`config.mk`:
```
export PLATFORM = sky130hd
export DESIGN_NAME = audio_i2s_slave
export DESIGN_NICKNAME = d
export VERILOG_FILES = /design/src/rtl/audio_i2s_slave.sv
export SDC_FILE = /design/constraint.sdc
export NUM_CORES = 1
export LEC_CHECK = 0
export CAP_MARGIN = 25
export CORE_ASPECT_RATIO = 2
export CORE_MARGIN = 2
export CORE_UTILIZATION = 32
export CTS_BUF_LIST = sky130_fd_sc_hd__clkbuf_8 sky130_fd_sc_hd__clkbuf_16
export DETAILED_ROUTE_END_ITERATION = 7
export PLACE_DENSITY = 0.56
export SETUP_SLACK_MARGIN = 0.02
export SYNTH_ARGS = -nofsm -noshare
export SYNTH_HDL_FRONTEND = slang
export SYNTH_SLANG_ARGS = --single-unit
export TNS_END_PERCENT = 1
```
`constraint.sdc`:
```
create_clock -name iCLK -period 10.9 [get_ports iCLK]
set_input_delay 2.18 -clock iCLK [delete_from_list [all_inputs] [get_ports iCLK]]
set_output_delay 2.18 -clock iCLK [all_outputs]
set_load 0.02 [all_outputs]
```
`src/rtl/audio_i2s_slave.sv`:
```
// I2S slave: receives L/R words from an external bit-clock master and returns
// transmit words on oAUD_ADCDAT, all in the iCLK domain.
module audio_i2s_slave #(
  parameter int DATA_WIDTH  = 16,
  parameter int SYNC_STAGES = 2
) (
  input  logic                         iCLK,
  input  logic                         iRST,
  input  logic                         iAUD_BCK,
  input  logic                         iAUD_LRCK,
  input  logic                         iAUD_DATA,
  output logic                         oAUD_ADCDAT,
  input  logic signed [DATA_WIDTH-1:0] iAUD_extL,
  input  logic signed [DATA_WIDTH-1:0] iAUD_extR,
  output logic signed [DATA_WIDTH-1:0] oAUD_outL,
  output logic signed [DATA_WIDTH-1:0] oAUD_outR,
  output logic                         oVALID,
  output logic                         oFRAME_ERR
);

  localparam int CW = $clog2(DATA_WIDTH + 1);

  typedef enum logic {HUNT, RX} state_t;

  state_t                  r_state;
  logic [SYNC_STAGES-1:0]  r_bck_sync, r_lrck_sync, r_data_sync;
  logic                    r_bck_prev;
  logic                    r_lrck_last;
  logic                    r_lrck_seen;
  logic [CW-1:0]           r_bit_cnt;
  logic [DATA_WIDTH-1:0]   r_rx_shift, r_holdL, r_txR, r_tx_shift;
  logic                    r_word_done, r_word_left, r_left_ok;

  logic                    w_bck, w_lrck, w_data, w_rise, w_boundary;
  logic [DATA_WIDTH-1:0]   w_tx_load;

  assign w_bck      = r_bck_sync[SYNC_STAGES-1];
  assign w_lrck     = r_lrck_sync[SYNC_STAGES-1];
  assign w_data     = r_data_sync[SYNC_STAGES-1];
  assign w_rise     = w_bck & ~r_bck_prev;
  // The first rise after reset only records LRCK, so a mid-word release
  // cannot masquerade as a word boundary.
  assign w_boundary = w_rise & r_lrck_seen & (w_lrck != r_lrck_last);
  assign w_tx_load  = w_lrck ? iAUD_extL : r_txR;

  always_ff @(posedge iCLK or posedge iRST) begin
    if (iRST) begin
      r_bck_sync  <= '0;
      r_lrck_sync <= '0;
      r_data_sync <= '0;
      r_bck_prev  <= 1'b0;
    end else begin
      r_bck_sync[0]  <= iAUD_BCK;
      r_lrck_sync[0] <= iAUD_LRCK;
      r_data_sync[0] <= iAUD_DATA;
      for (int unsigned i = 1; i < SYNC_STAGES; i++) begin
        r_bck_sync[i]  <= r_bck_sync[i-1];
        r_lrck_sync[i] <= r_lrck_sync[i-1];
        r_data_sync[i] <= r_data_sync[i-1];
      end
      r_bck_prev <= w_bck;
    end
  end

  always_ff @(posedge iCLK or posedge iRST) begin
    if (iRST) begin
      r_state     <= HUNT;
      r_lrck_last <= 1'b0;
      r_lrck_seen <= 1'b0;
      r_bit_cnt   <= '0;
      r_rx_shift  <= '0;
      r_holdL     <= '0;
      r_txR       <= '0;
      r_tx_shift  <= '0;
      r_word_done <= 1'b0;
      r_word_left <= 1'b0;
      r_left_ok   <= 1'b0;
      oAUD_outL   <= '0;
      oAUD_outR   <= '0;
      oVALID      <= 1'b0;
      oFRAME_ERR  <= 1'b0;
      oAUD_ADCDAT <= 1'b0;
    end else begin
      oVALID      <= 1'b0;
      oFRAME_ERR  <= 1'b0;
      r_word_done <= 1'b0;
      if (w_rise) begin
        r_lrck_seen <= 1'b1;
        r_lrck_last <= w_lrck;
        if (w_boundary) begin
          if (r_state == RX && r_bit_cnt != CW'(DATA_WIDTH)) begin
            oFRAME_ERR <= 1'b1;
            r_left_ok  <= 1'b0;
          end
          r_state     <= RX;
          r_bit_cnt   <= CW'(1);
          r_rx_shift  <= {{(DATA_WIDTH-1){1'b0}}, w_data};
          r_word_left <= w_lrck;
          if (w_lrck) begin
            r_txR <= iAUD_extR;
          end
          oAUD_ADCDAT <= w_tx_load[DATA_WIDTH-1];
          r_tx_shift  <= {w_tx_load[DATA_WIDTH-2:0], 1'b0};
        end else if (r_state == RX) begin
          if (r_bit_cnt != CW'(DATA_WIDTH)) begin
            r_bit_cnt   <= r_bit_cnt + 1'b1;
            r_rx_shift  <= {r_rx_shift[DATA_WIDTH-2:0], w_data};
            r_word_done <= (r_bit_cnt == CW'(DATA_WIDTH - 1));
          end
          // Zeros fill in behind the word, so bits past DATA_WIDTH read 0.
          oAUD_ADCDAT <= r_tx_shift[DATA_WIDTH-1];
          r_tx_shift  <= {r_tx_shift[DATA_WIDTH-2:0], 1'b0};
        end else begin
          oAUD_ADCDAT <= 1'b0;
        end
      end
      if (r_word_done) begin
        if (r_word_left) begin
          r_holdL   <= r_rx_shift;
          r_left_ok <= 1'b1;
        end else if (r_left_ok) begin
          oAUD_outL <= r_holdL;
          oAUD_outR <= r_rx_shift;
          oVALID    <= 1'b1;
          r_left_ok <= 1'b0;
        end
      end
    end
  end

endmodule

```
==> metrics <==
Initial Util 32.37%; CTS Hold Bufs 0; Syn. warnings 0; buffer count from post-CTS setup fixing 0; DR vias/cell 4.404; Avg Synthesized Cell Area 11.96 um2; critical path type register to output pin; WL/cell 13.31 um; HPWL Detailed 6.210 mm; PD cells 191.5 nW/um2; Post-Layout Cell Count 683; CP max stage delay 620 ps; top post-synthesis cells by area dfrtp_1, mux2_2, mux2i_1; Seq pwr share 44.8%; maximum root-to-sink buffer count 2; antenna-violating nets left 0; combinational power share 12.4%; Ports 72; number of antenna violations at the first check in global routing 0; all-layer global routing usage 12.37%; total wire length 9.089 mm; first-pass GRT wire length 15.64 mm; core area 14,740 um2; total CTS buffers 17; switching share of total power 24.03%; Clk pwr share 42.8%; MaxCap Viol Count 0; gr ovfl total 0; num rows 63; antenna cells 0; instance count on the critical path 1; reg2reg end r_left_ok$_DFF_PP0_; RSZ-0062 raised after global routing no; CP top delay family buffers and inverters; status completed; DR vias 3,008; CP bufs+invs 1; Post-Syn Nets 439; die width 90.35 um; total power 1.190 mW; Placed Cells incl. Taps 652; CTS tree built; Synth Flop Type dfrtp_1; min Tclk post-route 3570 ps; endpoints failing setup 0; Clock Sinks 116; number of synthesized flops with an enable pin 0; sequential area share after synthesis 60.83%; leakage power 3.019 nW; Peak VDD IR 0.1150 mV; Internal 0.9042 mW; post-synthesis async set-or-reset flop share 100.0%; clk root buf clkbuf_16; vias in the first global route 3,257; Pre-antenna DRT Iters 4; R2R cell count 5; CTS resizes 0; Setup TNS Final 0 ps; post-synth top area cell dfrtp_1; CP endpoint kind output pin; Synth Instances 399; CP cell instances clkdlybuf4s50_1; clock skew 7.551 ps; Synth Register Bits 116; Fin. Hold Viols 0; NetSw 0.2860 mW; CP Max Fanout 2; Starting DRT DRC Count 106; CP required 8720 ps; largest net degree at the start of global routing 68; top-count cell post-synth dfrtp_1; final worst-path cycle share 32.75%; pins over their slew limit 0; GPL Wtd Cong 0.6955; Yosys top cell area share 60.83%; clk_lat worst skew 400 ps; area grow syn2layout 30.26%; reg2reg start r_lrck_sync[1]$_DFF_PP0_; crit path capture oAUD_outR[7]; fmax 0.2801 GHz; DIE HEIGHT 176.7 um; CP max-delay cell clkdlybuf4s50_1; startpoint types register; Worst Tran Pin Value 993.5 ps; Reg clk slew, reported paths 50 ps; distinct cell type count after synthesis 31; crit path DAT 1390 ps; ratio of cells with drive above 1 in the final layout 18.24%; Die ar. 15,960 um2; Rel. slew slack 33.76%; Commonest cells post-synth dfrtp_1, nand2_1, mux2_2; Post-Syn Area 4772 um2; r2r setup slk 8480 ps; CP startpoint oAUD_outR[7]$_DFFE_PP0P_; H-Tree Depth 4; fin nets 516; PortBufs 71; Min-Delay Path Class register to register; DRC violations left 0
-- cells in the final DEF (no fill, tap or decap), drive strengths merged --
cell           synthesis  final
o22ai                  1      1
inv                   12     14
and3                   3      3
nor2b                  2      2
clkbuf                 6     20
xor2                   2      2
nand2b                 2      2
nor2                  19     19
o21ai                  4      4
dfrtp                116    116
clkinv                 0      4
mux2                  49     49
nand4                  1      1
a31oi                  4      4
nand3                  4      4
nand4bb                1      1
nor3b                  1      1
nand3b                 1      1
bufinv                 0      1
xnor2                  1      1
clkinvlp               0      4
ha                     3      3
buf                   13      6
mux2i                 43     43
or3                    1      1
a21oi                  5      5
nand2                103    103
or2                    2      2
clkdlybuf4s50          0     71
-- sequential cells by signal (all words and copies together), names as in the netlist, 2 cells and up --
name,count
oAUD_outL,16
oAUD_outR,16
r_bck_sync,2
r_bit_cnt,5
r_data_sync,2
r_holdL,16
r_lrck_sync,2
r_rx_shift,16
r_txR,16
r_tx_shift,15
-- metrics by stage --
stage | util [%] | hold WS [ps] | area (um2) | worst slack (ps)
floorplan | - | 331.2 | 4772 | 5648
global placement | 38.41 | 336.3 | 5662 | 6911
detailed placement | 38.41 | 334.7 | 5662 | 6879
CTS | 42.17 | 347.5 | 6216 | 7294
global route | 42.17 | 368.0 | 6216 | 7128
finish | 42.17 | 345.6 | 6216 | 7330
-- worst min-delay path by stage --
stage | from | end | slack [ps] | depth (start not counted)
floorplan | r_bck_sync[0]$_DFF_PP0_ | r_bck_sync[1]$_DFF_PP0_ | 330 | 0
global placement | r_lrck_sync[0]$_DFF_PP0_ | r_lrck_sync[1]$_DFF_PP0_ | 340 | 0
detailed placement | r_lrck_sync[0]$_DFF_PP0_ | r_lrck_sync[1]$_DFF_PP0_ | 330 | 0
CTS | r_lrck_sync[0]$_DFF_PP0_ | r_lrck_sync[1]$_DFF_PP0_ | 350 | 0
global route | r_lrck_sync[0]$_DFF_PP0_ | r_lrck_sync[1]$_DFF_PP0_ | 370 | 0
finish | r_lrck_sync[0]$_DFF_PP0_ | r_lrck_sync[1]$_DFF_PP0_ | 350 | 0
-- cells by family after synthesis --
logic type                 after synthesis  synth area share, %
AOI/OAI and AO/OA                       14                1.599
xor gates and xnor gates                 3               0.7081
adders and majority gates                3               0.7867
buffers and inverters                   31                3.303
DFF                                    116                60.83
muxes                                   92                20.66
and+or+nand+nor                        140                12.11
-- power groups by stage --
stage	sequential (mW)	combinational, mW	clock [mW]
floorplan	0.529	0.114	0
global placement	0.538	0.146	0
detailed placement	0.540	0.151	0
CTS	0.534	0.152	0.525
global route	0.541	0.167	0.546
finish	0.533	0.147	0.510
-- final cells by class --
cell class | instances | area [um2]
clock buffers | 20 | 466.7
clock inverters | 11 | 87.58
fillers | 1464 | 8524
inverters | 12 | 47.55
multi-input cells | 252 | 1712
flip-flops and latches | 116 | 2903
well taps | 195 | 244.0
repair buffers | 77 | 755.7
-- per-layer routing --
metal | wire length, um | global-route usage (%) | part of all wire (%)
met1 | 3604 | 13.36 | 40
met2 | 5042 | 22.53 | 55
met3 | 314 | 3.578 | 3.5
met4 | 127 | 5.000 | 1.4
met5 | 0 | 0 | 0
Note: power is estimated with default switching activity, not from simulation.
